--- src/rtl/decode_stage_pkg.sv ---
// Shared types for the decode stage: instruction kinds, opcodes, the ALU
// control word and the decoded-instruction record.
package decode_pkg;

  localparam logic [6:0] OPC_RRR = 7'h33;
  localparam logic [6:0] OPC_RRI = 7'h13;

  typedef enum logic [1:0] {
    KIND_RRR     = 2'd0,
    KIND_RRI     = 2'd1,
    KIND_ILLEGAL = 2'd2
  } kind_e;

  typedef enum logic [2:0] {
    CORE_OP_ADD   = 3'd0,
    CORE_OP_AND   = 3'd1,
    CORE_OP_OR    = 3'd2,
    CORE_OP_XOR   = 3'd3,
    CORE_OP_SLT   = 3'd4,
    CORE_OP_SLTU  = 3'd5,
    CORE_OP_SHIFT = 3'd6
  } core_op_e;

  typedef enum logic [1:0] {
    UNARY_OP_ID  = 2'd0,
    UNARY_OP_NEG = 2'd1,
    UNARY_OP_NOT = 2'd2
  } unary_op_e;

  typedef enum logic [1:0] {
    SHIFT_SHL = 2'd0,
    SHIFT_SRL = 2'd1,
    SHIFT_SRA = 2'd2
  } shift_e;

  typedef struct packed {
    shift_e dir;
    logic   en;
  } s_shift;

  typedef struct packed {
    core_op_e  core_op;
    unary_op_e op_a;
    unary_op_e op_b;
    s_shift    shift;
    unary_op_e op_out;
  } s_control;

  typedef struct packed {
    kind_e       kind;
    logic [4:0]  rs;
    logic [4:0]  rq;
    logic [4:0]  rd;
    logic [11:0] imm;
    s_control    alu_config;
  } s_decoded;

  localparam s_control CTRL_NOP = '{
    core_op: CORE_OP_ADD,
    op_a:    UNARY_OP_ID,
    op_b:    UNARY_OP_ID,
    shift:   '{dir: SHIFT_SHL, en: 1'b0},
    op_out:  UNARY_OP_ID
  };

endpackage

--- src/rtl/decode_stage_if.sv ---
// Bus bundle of the decode stage: fetch handshake, register-file read ports,
// write-back snoop and the registered output slot towards the ALU.
interface decode_stage_if
  import decode_pkg::*;
#(
  parameter int XLEN  = 32,
  parameter int REG_W = 5
);
  logic             in_valid;
  logic             in_ready;
  logic [31:0]      instruction;
  logic [REG_W-1:0] reg_a_sel;
  logic [XLEN-1:0]  reg_a;
  logic [REG_W-1:0] reg_b_sel;
  logic [XLEN-1:0]  reg_b;
  logic             wb_en;
  logic [REG_W-1:0] wb_rd;
  logic [XLEN-1:0]  wb_data;
  logic             flush;
  logic             out_valid;
  logic             out_ready;
  logic [XLEN-1:0]  a;
  logic [XLEN-1:0]  b;
  s_control         control;
  logic [REG_W-1:0] rd;
  logic             illegal;
  logic             busy;

  // environment side: fetch, register file, write-back and ALU
  modport master (
    output in_valid, instruction, reg_a, reg_b, wb_en, wb_rd, wb_data, flush, out_ready,
    input  in_ready, reg_a_sel, reg_b_sel, out_valid, a, b, control, rd, illegal, busy
  );

  modport slave (
    input  in_valid, instruction, reg_a, reg_b, wb_en, wb_rd, wb_data, flush, out_ready,
    output in_ready, reg_a_sel, reg_b_sel, out_valid, a, b, control, rd, illegal, busy
  );
endinterface

--- src/rtl/decode_stage_instr_decoder.sv ---
// Purely combinational field extraction and ALU control generation for one
// 32-bit instruction word.
module instr_decoder
  import decode_pkg::*;
(
  input  logic [31:0] i_instruction,
  output s_decoded    o_decoded
);

  logic [6:0] w_opcode;
  logic [2:0] w_funct3;
  logic       w_alt;
  kind_e      w_kind;
  s_control   w_ctrl;

  assign w_opcode = i_instruction[6:0];
  assign w_funct3 = i_instruction[14:12];
  assign w_alt    = i_instruction[30];

  // opcode -> instruction kind
  always_comb begin
    w_kind = KIND_ILLEGAL;
    case (w_opcode)
      OPC_RRR: w_kind = KIND_RRR;
      OPC_RRI: w_kind = KIND_RRI;
      default: w_kind = KIND_ILLEGAL;
    endcase
  end

  // funct3/funct7 -> control word; subtract only exists in register form
  always_comb begin
    w_ctrl = CTRL_NOP;
    case (w_funct3)
      3'b000: begin
        if (w_kind == KIND_RRR && w_alt) begin
          w_ctrl.op_b = UNARY_OP_NEG;
        end else begin
          w_ctrl.op_b = UNARY_OP_ID;
        end
      end
      3'b001: begin
        w_ctrl.core_op = CORE_OP_SHIFT;
        w_ctrl.shift   = '{dir: SHIFT_SHL, en: 1'b1};
      end
      3'b010: w_ctrl.core_op = CORE_OP_SLT;
      3'b011: w_ctrl.core_op = CORE_OP_SLTU;
      3'b100: w_ctrl.core_op = CORE_OP_XOR;
      3'b101: begin
        w_ctrl.core_op = CORE_OP_SHIFT;
        if (w_alt) begin
          w_ctrl.shift = '{dir: SHIFT_SRA, en: 1'b1};
        end else begin
          w_ctrl.shift = '{dir: SHIFT_SRL, en: 1'b1};
        end
      end
      3'b110: w_ctrl.core_op = CORE_OP_OR;
      3'b111: w_ctrl.core_op = CORE_OP_AND;
      default: w_ctrl = CTRL_NOP;
    endcase
  end

  assign o_decoded.kind       = w_kind;
  assign o_decoded.rs         = i_instruction[19:15];
  assign o_decoded.rq         = i_instruction[24:20];
  assign o_decoded.rd         = i_instruction[11:7];
  assign o_decoded.imm        = i_instruction[31:20];
  assign o_decoded.alu_config = (w_kind == KIND_ILLEGAL) ? CTRL_NOP : w_ctrl;

endmodule

--- src/rtl/decode_stage.sv ---
// Decode/operand-fetch stage: forwards write-back data, selects the immediate
// and holds the result in a single valid/ready output slot.
module decode_stage
  import decode_pkg::*;
#(
  parameter int XLEN  = 32,
  parameter int NREG  = 32,
  parameter int REG_W = $clog2(NREG),
  parameter int IMM_W = 12
) (
  input logic           clk,
  input logic           nrst,
  decode_stage_if.slave bus
);

  // register 0 reads as zero and is never a forwarding target
  function automatic logic [XLEN-1:0] f_operand(
    input logic [REG_W-1:0] sel,
    input logic             wb_en,
    input logic [REG_W-1:0] wb_rd,
    input logic [XLEN-1:0]  wb_data,
    input logic [XLEN-1:0]  rf_data
  );
    if (sel == '0) begin
      return '0;
    end else if (wb_en && (wb_rd == sel)) begin
      return wb_data;
    end else begin
      return rf_data;
    end
  endfunction

  s_decoded         w_dec;
  logic [REG_W-1:0] w_sel_a;
  logic [REG_W-1:0] w_sel_b;
  logic [XLEN-1:0]  w_opa;
  logic [XLEN-1:0]  w_opb;
  logic [XLEN-1:0]  w_imm;
  logic             w_capture;

  logic [XLEN-1:0]  w_nxt_a;
  logic [XLEN-1:0]  w_nxt_b;
  s_control         w_nxt_ctrl;
  logic [REG_W-1:0] w_nxt_rd;
  logic             w_nxt_ill;

  logic             r_valid;
  logic [XLEN-1:0]  r_a;
  logic [XLEN-1:0]  r_b;
  s_control         r_ctrl;
  logic [REG_W-1:0] r_rd;
  logic             r_ill;

  instr_decoder u_instr_decoder (
    .i_instruction (bus.instruction),
    .o_decoded     (w_dec)
  );

  assign w_sel_a       = w_dec.rs[REG_W-1:0];
  assign w_sel_b       = w_dec.rq[REG_W-1:0];
  assign bus.reg_a_sel = w_sel_a;
  assign bus.reg_b_sel = w_sel_b;

  assign w_opa = f_operand(w_sel_a, bus.wb_en, bus.wb_rd, bus.wb_data, bus.reg_a);
  assign w_opb = f_operand(w_sel_b, bus.wb_en, bus.wb_rd, bus.wb_data, bus.reg_b);
  assign w_imm = {{(XLEN-IMM_W){w_dec.imm[IMM_W-1]}}, w_dec.imm[IMM_W-1:0]};

  assign bus.in_ready = !r_valid || bus.out_ready;
  assign w_capture    = bus.in_valid && bus.in_ready && !bus.flush;

  // slot contents for the instruction presented this cycle
  always_comb begin
    w_nxt_a    = '0;
    w_nxt_b    = '0;
    w_nxt_ctrl = CTRL_NOP;
    w_nxt_rd   = '0;
    w_nxt_ill  = 1'b0;
    case (w_dec.kind)
      KIND_RRR: begin
        w_nxt_a    = w_opa;
        w_nxt_b    = w_opb;
        w_nxt_ctrl = w_dec.alu_config;
        w_nxt_rd   = w_dec.rd[REG_W-1:0];
      end
      KIND_RRI: begin
        w_nxt_a    = w_opa;
        w_nxt_b    = w_imm;
        w_nxt_ctrl = w_dec.alu_config;
        w_nxt_rd   = w_dec.rd[REG_W-1:0];
      end
      default: begin
        w_nxt_ill = 1'b1;
      end
    endcase
  end

  // output slot: reset > flush > capture (also replaces a draining entry) > drain > hold
  always_ff @(posedge clk) begin
    if (!nrst) begin
      r_valid <= 1'b0;
      r_a     <= '0;
      r_b     <= '0;
      r_ctrl  <= CTRL_NOP;
      r_rd    <= '0;
      r_ill   <= 1'b0;
    end else if (bus.flush) begin
      r_valid <= 1'b0;
    end else if (w_capture) begin
      r_valid <= 1'b1;
      r_a     <= w_nxt_a;
      r_b     <= w_nxt_b;
      r_ctrl  <= w_nxt_ctrl;
      r_rd    <= w_nxt_rd;
      r_ill   <= w_nxt_ill;
    end else if (bus.out_ready) begin
      r_valid <= 1'b0;
    end else begin
      r_valid <= r_valid;
    end
  end

  assign bus.out_valid = r_valid;
  assign bus.a         = r_a;
  assign bus.b         = r_b;
  assign bus.control   = r_ctrl;
  assign bus.rd        = r_rd;
  assign bus.illegal   = r_ill;
  assign bus.busy      = r_valid && !bus.out_ready;

endmodule

--- src/flat_wrapper.sv ---
// flat-port wrapper written by rule: the top's interface ports become plain ports
module decode_stage_flat import decode_pkg::*;
#(
  parameter int XLEN  = 32,
  parameter int NREG  = 32,
  parameter int REG_W = $clog2(NREG),
  parameter int IMM_W = 12
)
  (clk, nrst, bus_in_valid, bus_instruction, bus_reg_a, bus_reg_b, bus_wb_en, bus_wb_rd, bus_wb_data, bus_flush, bus_out_ready, bus_in_ready, bus_reg_a_sel, bus_reg_b_sel, bus_out_valid, bus_a, bus_b, bus_control, bus_rd, bus_illegal, bus_busy);
  decode_stage_if #(.XLEN(XLEN), .REG_W(REG_W)) bus_i ();
  input logic clk;
  input logic nrst;
  input wire logic [$bits(bus_i.in_valid)-1:0] bus_in_valid;
  input wire logic [$bits(bus_i.instruction)-1:0] bus_instruction;
  input wire logic [$bits(bus_i.reg_a)-1:0] bus_reg_a;
  input wire logic [$bits(bus_i.reg_b)-1:0] bus_reg_b;
  input wire logic [$bits(bus_i.wb_en)-1:0] bus_wb_en;
  input wire logic [$bits(bus_i.wb_rd)-1:0] bus_wb_rd;
  input wire logic [$bits(bus_i.wb_data)-1:0] bus_wb_data;
  input wire logic [$bits(bus_i.flush)-1:0] bus_flush;
  input wire logic [$bits(bus_i.out_ready)-1:0] bus_out_ready;
  output wire logic [$bits(bus_i.in_ready)-1:0] bus_in_ready;
  output wire logic [$bits(bus_i.reg_a_sel)-1:0] bus_reg_a_sel;
  output wire logic [$bits(bus_i.reg_b_sel)-1:0] bus_reg_b_sel;
  output wire logic [$bits(bus_i.out_valid)-1:0] bus_out_valid;
  output wire logic [$bits(bus_i.a)-1:0] bus_a;
  output wire logic [$bits(bus_i.b)-1:0] bus_b;
  output wire logic [$bits(bus_i.control)-1:0] bus_control;
  output wire logic [$bits(bus_i.rd)-1:0] bus_rd;
  output wire logic [$bits(bus_i.illegal)-1:0] bus_illegal;
  output wire logic [$bits(bus_i.busy)-1:0] bus_busy;
  assign bus_i.in_valid = bus_in_valid;
  assign bus_i.instruction = bus_instruction;
  assign bus_i.reg_a = bus_reg_a;
  assign bus_i.reg_b = bus_reg_b;
  assign bus_i.wb_en = bus_wb_en;
  assign bus_i.wb_rd = bus_wb_rd;
  assign bus_i.wb_data = bus_wb_data;
  assign bus_i.flush = bus_flush;
  assign bus_i.out_ready = bus_out_ready;
  assign bus_in_ready = bus_i.in_ready;
  assign bus_reg_a_sel = bus_i.reg_a_sel;
  assign bus_reg_b_sel = bus_i.reg_b_sel;
  assign bus_out_valid = bus_i.out_valid;
  assign bus_a = bus_i.a;
  assign bus_b = bus_i.b;
  assign bus_control = bus_i.control;
  assign bus_rd = bus_i.rd;
  assign bus_illegal = bus_i.illegal;
  assign bus_busy = bus_i.busy;
  decode_stage #(.XLEN(XLEN), .NREG(NREG), .REG_W(REG_W), .IMM_W(IMM_W)) u_core (.clk(clk), .nrst(nrst), .bus(bus_i));
endmodule
--- config.mk ---
export PLATFORM = sky130hd
export DESIGN_NAME = decode_stage_flat
export DESIGN_NICKNAME = d
export VERILOG_FILES = /design/src/rtl/decode_stage_pkg.sv /design/src/rtl/decode_stage_if.sv /design/src/rtl/decode_stage_instr_decoder.sv /design/src/rtl/decode_stage.sv /design/src/flat_wrapper.sv
export SDC_FILE = /design/constraint.sdc
export NUM_CORES = 1
export LEC_CHECK = 0
export ABC_AREA = 1
export CAP_MARGIN = 20
export CELL_PAD_IN_SITES_DETAIL_PLACEMENT = 0
export CELL_PAD_IN_SITES_GLOBAL_PLACEMENT = 2
export CORE_MARGIN = 2
export CORE_UTILIZATION = 34
export DETAILED_ROUTE_END_ITERATION = 10
export DONT_BUFFER_PORTS = 1
export PLACE_DENSITY = 0.92
export SLEW_MARGIN = 10
export SYNTH_ARGS = -nofsm -noshare
export SYNTH_HDL_FRONTEND = slang
export SYNTH_SLANG_ARGS = --single-unit
--- constraint.sdc ---
create_clock -name clk -period 3.4 [get_ports clk]
set_input_delay 0.34 -clock clk [delete_from_list [all_inputs] [get_ports clk]]
set_output_delay 0.34 -clock clk [all_outputs]
set_load 0.02 [all_outputs]
## Word-level counts from Yosys, hierarchy flattened

Cells that the tools add are included.

| word-level totals | value |
|---|---|
| register bits | 83 |
| word-level logic and storage cells | 63 |

| cells by class | value |
|---|---|
| equal/unequal tests | 13 |
| muxes and demuxes | 18 |
| reductions and logical operators | 19 |
| bitwise gates (word level) | 2 |

Operators with widths:

| kind | number |
|---|---|
| two-way mux 32 bit | 5 |
| one-hot mux 32 bit (2 select lines) | 1 |
| two-way mux 12 bit | 2 |
| one-hot mux 3 bit (6 select lines) | 1 |
| == test 3 bit (second input constant) | 4 |
| == test 5 bit | 2 |
| logical NOT 5 bit | 2 |
| == test 7 x 5 -> 1 bit (second input constant) | 1 |
| == test 7 x 6 -> 1 bit (second input constant) | 1 |
| == test 3 x 2 -> 1 bit (second input constant) | 2 |
| logical AND 1 bit | 6 |
| one-hot mux 3 bit (2 select lines) | 1 |
| OR reduction 2 bit | 3 |
| two-way mux 5 bit | 1 |
| two-way mux 1 bit | 4 |
| one-hot mux 2 bit (2 select lines) | 1 |
| == test 3 x 1 -> 1 bit (second input constant) | 1 |
| logical NOT 1 bit | 3 |
| logical NOT 3 bit | 1 |
| two-way mux 3 bit | 1 |
| == test 2 x 1 -> 1 bit (second input constant) | 1 |
| == test 2 bit (second input constant) | 1 |
| logical NOT 2 bit | 1 |
| two-way mux 2 bit | 1 |
| 4 further kinds | 5 |

## Longest topological paths before layout

| logic depth | value |
|---|---|
| depth after elaboration | 8 |
| gate-level depth with buffers | 11 |

## Modules after synthesis

Synthesis repeated with hierarchy kept, for this count alone.

| unflattened totals | value |
|---|---|
| cell total of the unflattened synthesis | 739 |
| area total of the unflattened synthesis | 4894.7 sq um |

Modules (own cells, without submodules):

| module | cells an instance | area an instance (sq um) | times used |
|---|---|---|---|
| decode_stage | 676 | 4504.3 | 1 |
| instr_decoder | 63 | 390.4 | 1 |

## Worst setup path after synthesis

Ideal clock, no wire load.

| timing path | value |
|---|---|
| path kind | flip-flop to flip-flop |
| start | register u_core.r_valid, in the netlist u_core.bus.out_valid |
| end | register u_core.r_b[2], in the netlist u_core.bus.b[2] |
| setup slack | 1.665 ns |
| clock period less this slack | 1.735 ns |
| stages on the path, launching flop included | 10 |
| arrival time | 1.613 ns |
| data required time | 3.278 ns |
| setup time | 0.122 ns |
| cell sequence | dfxtp_1 inv_1 nor2_1 inv_2 nand3_1 inv_2 buf_2 buf_2 o21ai_0 a21oi_1 |

| between the ends | value |
|---|---|
| longest elaborated chain between the ends | 5 |

Ends and longest elaborated chain:

| item | RTL line | source |
|---|---|---|
| start: declaration | decode_stage.sv:47 | `logic r_valid;` |
| start signal: assignment | decode_stage.sv:118 | `r_valid <= r_valid;` |
| logical NOT 1 bit | decode_stage.sv:68 | `assign bus.in_ready = !r_valid \|\| bus.out_ready;` |
| logical OR 1 bit | decode_stage.sv:68 |  |
| via bus_in_ready | flat_wrapper.sv:22 | `output wire logic [$bits(bus_i.in_ready)-1:0] bus_in_ready;` |
| logical AND 1 bit (2 in a row) | decode_stage.sv:69 | `assign w_capture = bus.in_valid && bus.in_ready && !bus.flush;` |
| AND reduction 2 bit (no source line) | -- |  |
| end signal: assignment | decode_stage.sv:111 | `r_b <= w_nxt_b;` |
| end: declaration | decode_stage.sv:49 | `logic [XLEN-1:0] r_b;` |

The timed path passes the listed nets, and every way through them passes these cells.
A chain may end at the register's enable or synchronous reset.

## Worst setup path after layout

| timing path | value |
|---|---|
| start | register u_core.r_valid, in the netlist u_core.bus.out_valid |
| end | register u_core.r_b[10], in the netlist u_core.bus.b[10] |

The elaborated chain is that of the path after synthesis.

==> impl_metrics.yaml <==
synthesis:
  synthCells: 743
  synth_top_area_cell: "dfxtp_1"
  synth.top_cell.area_share_pct: 33.28
  synth.cell_area_sq_mm: 0.004692
  synth_seq_cells: 78
  ys_top_cells_by_area: "dfxtp_1 (33%), nand2_1 (18%), nand3_1 (9.7%)"
  synth_cell_types: 26
  yosys_warnings: 0
  avgSynthCellArea_sq_um: 6.315
  ys_seq_area_share_pct: 33.28
setup_path:
  setup.worst_path.end_class: "register"
  r2r_slack_ns: 0.97
  worstPathRequired_ns: 3.61
  r2r-start: "u_core.bus.out_valid"
  startpoint: "u_core.bus.out_valid"
  critPathKind: "register to register"
  crit_path_end: "u_core.bus.b[10]"
  start_kind: "register"
  rr_worst_depth: 8
  r2r_end: "u_core.bus.b[10]"
  cp.arrival_ns: 2.64
  crit_fanout: 73
global_routing:
  grt_pass1_wl_mm: 24.47
  antenna_found_initial: 0
  track_usage_pct: 21.75
  grt.overflow.total: 0
  grt_max_degree: 74
  grt_pass1_vias: 4353
final_layout:
  drive_above_1_share_pct: 9.322
  area_growth_pct: 5.867
  fin_area_sq_mm: 0.004967
  nNetsFinal: 842
  fin_cells: 884
  antennaDiodeCount: 0
floorplanning:
  die_width_microns: 121.5
  io_pins: 234
  core_area_sq_mm: 0.01335
  dieArea_sq_mm: 0.01476
  rows: 42
  start_util_pct: 35.15
  fp.dieH_microns: 121.5
sta:
  layout_min_cycle_time_ns: 2.426
  tns_ns: 0
  fmax_ghz: 0.4122
  fin_worst_skew_ns: 0.008151
  worst_pin_slew_ns: 0.7546
  final_hold_viol_count: 0
  fin_crit_sh_pct: 71.36
  setup_viol: 0
  slew_viol_final: 0
  rsz0062_at_grt: "false"
  slew_headroom_pct: 49.69
clocking:
  cts_hold_buf: 0
  cts-htree-levels: 3
  clockBufferDepth: 2
  cts_resized: 0
  clkTransAtPathRegs_ns: 0.06
  cts_num_sinks: 78
  cts_setup_buffers: 0
  cts_buffers: 9
  cts_tree: "done"
  clkLatencyLatePin_ns: 0.35
  cts_root_buf: "clkbuf_16"
drt:
  vias: 4606
  drtIter0Drc: 297
  drcViolationCount: 0
  post_drt_wl_per_cell_microns: 18.50
  drt-total-wl_mm: 16.35
  ant_nets: 0
  firstDrtPassIters: 7
  viasPerCell: 5.210
flow_run:
  maxCapViolations: 0
pwr:
  powerDensity_mw_per_mm2: 447.9
  leakage_nw: 2.276
  p_sw_share_pct: 26.93
  p_comb_share_pct: 9.7
  p_int_mw: 1.626
  ir_drop_uv: 257.9
  seqPwrFrac_pct: 41.9
  power_mw: 2.225
  switchingPower_mw: 0.5991
  clockPowerShare_pct: 48.4
place:
  place_congestion: 0.9258
  io_buffers: 0
  hpwl_mm: 12.32
  dp_cells: 868
  dpl-instance-area_sq_mm: 0.004637
worst_hold_path:
  worstHoldPathCells: 1
  min_path_type: "input pin to register"
status:
  status: "finished, final reports clean"
## per-layer routing
layer	up-vias	track usage (%)	routed length, microns
li1	2248	-	-
met3	24	6.532	1407
met4	0	7.399	359
met1	2152	28.79	7107
met5	-	0	0
met2	182	33.67	7477
## placed cells by master (no fill, tap or decap)
master	instances
a211oi_1	1
conb_1	5
inv_1	119
xor2_1	2
clkinv_4	1
bufinv_16	2
inv_2	7
nor3_4	1
a21oi_2	22
nand3_4	1
dfxtp_1	78
o211ai_1	6
nand4_1	33
a22oi_1	1
nor2_4	2
clkinvlp_4	1
nor2_2	5
o22ai_1	1
inv_8	1
nand3_2	4
clkbuf_16	9
a21oi_1	59
inv_6	2
nand3_1	90
buf_4	7
o21ai_0	13
nor3_1	4
nand2_2	1
nor2_1	8
nand2_1	222
## cell type report
class / instances / area [sq um]
tap: 176 / 220.2
fill: 1498 / 8381
sequential: 78 / 1562
inverter: 126 / 473.0
timing repair buffer: 7 / 52.55
multi-input combinational: 481 / 2330
clock buffer: 9 / 225.2
clock inverter: 7 / 105.1
## worst max-delay path, cell delays in order, from the launching register on
cell and delay [ns]:
dfxtp_1 0.44, inv_1 0.07, nor2_1 0.37, inv_2 0.17, nand3_2 0.12, buf_4 0.59
nor2_1 0.19, a22oi_1 0.21, a21oi_1 0.09
## sequential cells by signal, summed over array words and instances, names as in the netlist
signal	count
u_core.bus.illegal	1
u_core.bus.a	32
u_core.bus.rd	5
u_core.bus.control	7
u_core.bus.b	32
u_core.bus.out_valid	1
## synth_stat cells
cell,instances
conb_1,1
buf_2,35
nand2_1,222
nor2_4,2
nand4_1,33
a21oi_2,22
nand2_2,1
nand3_2,3
xor2_1,2
dfxtp_1,78
nor3_4,1
o211ai_1,6
nand3_4,1
nand3_1,91
a22oi_1,1
nor2_1,8
inv_1,119
buf_4,19
a21oi_1,59
inv_2,7
o21ai_0,13
nor2_2,5
clkbuf_1,8
a211oi_1,1
o22ai_1,1
nor3_1,4
## power by group through the flow
stage	registers (mW)	logic [mW]	clock network [mW]
detailed placement	0.953	0.216	0
global placement	0.953	0.214	0
floorplan	0.951	0.195	0
CTS	0.932	0.217	1.09
global route	0.933	0.243	1.13
finish	0.933	0.216	1.08
## through the flow
stage	setup slack [ns]	utilization (%)	hold WS [ns]
3_5_place_dp	0.9594	34.74	0.4226
3_3_place_gp	0.9805	34.74	0.4265
4_1_cts	0.9401	37.21	0.05936
5_1_grt	0.6870	37.21	0.05783
2_1_floorplan	1.665	-	0.4185
6_report	0.9739	37.21	0.06922
## how the worst min path moves through the flow
stage	startpoint	end	slack (ns)
after floorplan	bus_flush	u_core.bus.out_valid	0.42
after global routing	bus_flush	u_core.bus.out_valid	0.06
after detailed placement	bus_flush	u_core.bus.out_valid	0.42
after CTS	bus_flush	u_core.bus.out_valid	0.06
final	bus_flush	u_core.bus.out_valid	0.07
after global placement	bus_flush	u_core.bus.out_valid	0.43
## kinds of logic (layout without fill, tap and decap cells)
| family | after synthesis | in the layout | share of synthesized area [%] |
|---|---|---|---|
| other | 1 | 5 | 0.07992 |
| AOI/OAI and AO/OA | 103 | 103 | 13.20 |
| buffers and inverters | 188 | 149 | 17.49 |
| and+or+nand+nor | 371 | 371 | 35.57 |
| DFF | 78 | 78 | 33.28 |
| xor gates and xnor gates | 2 | 2 | 0.3734 |
(Power assumes the default switching activity.)
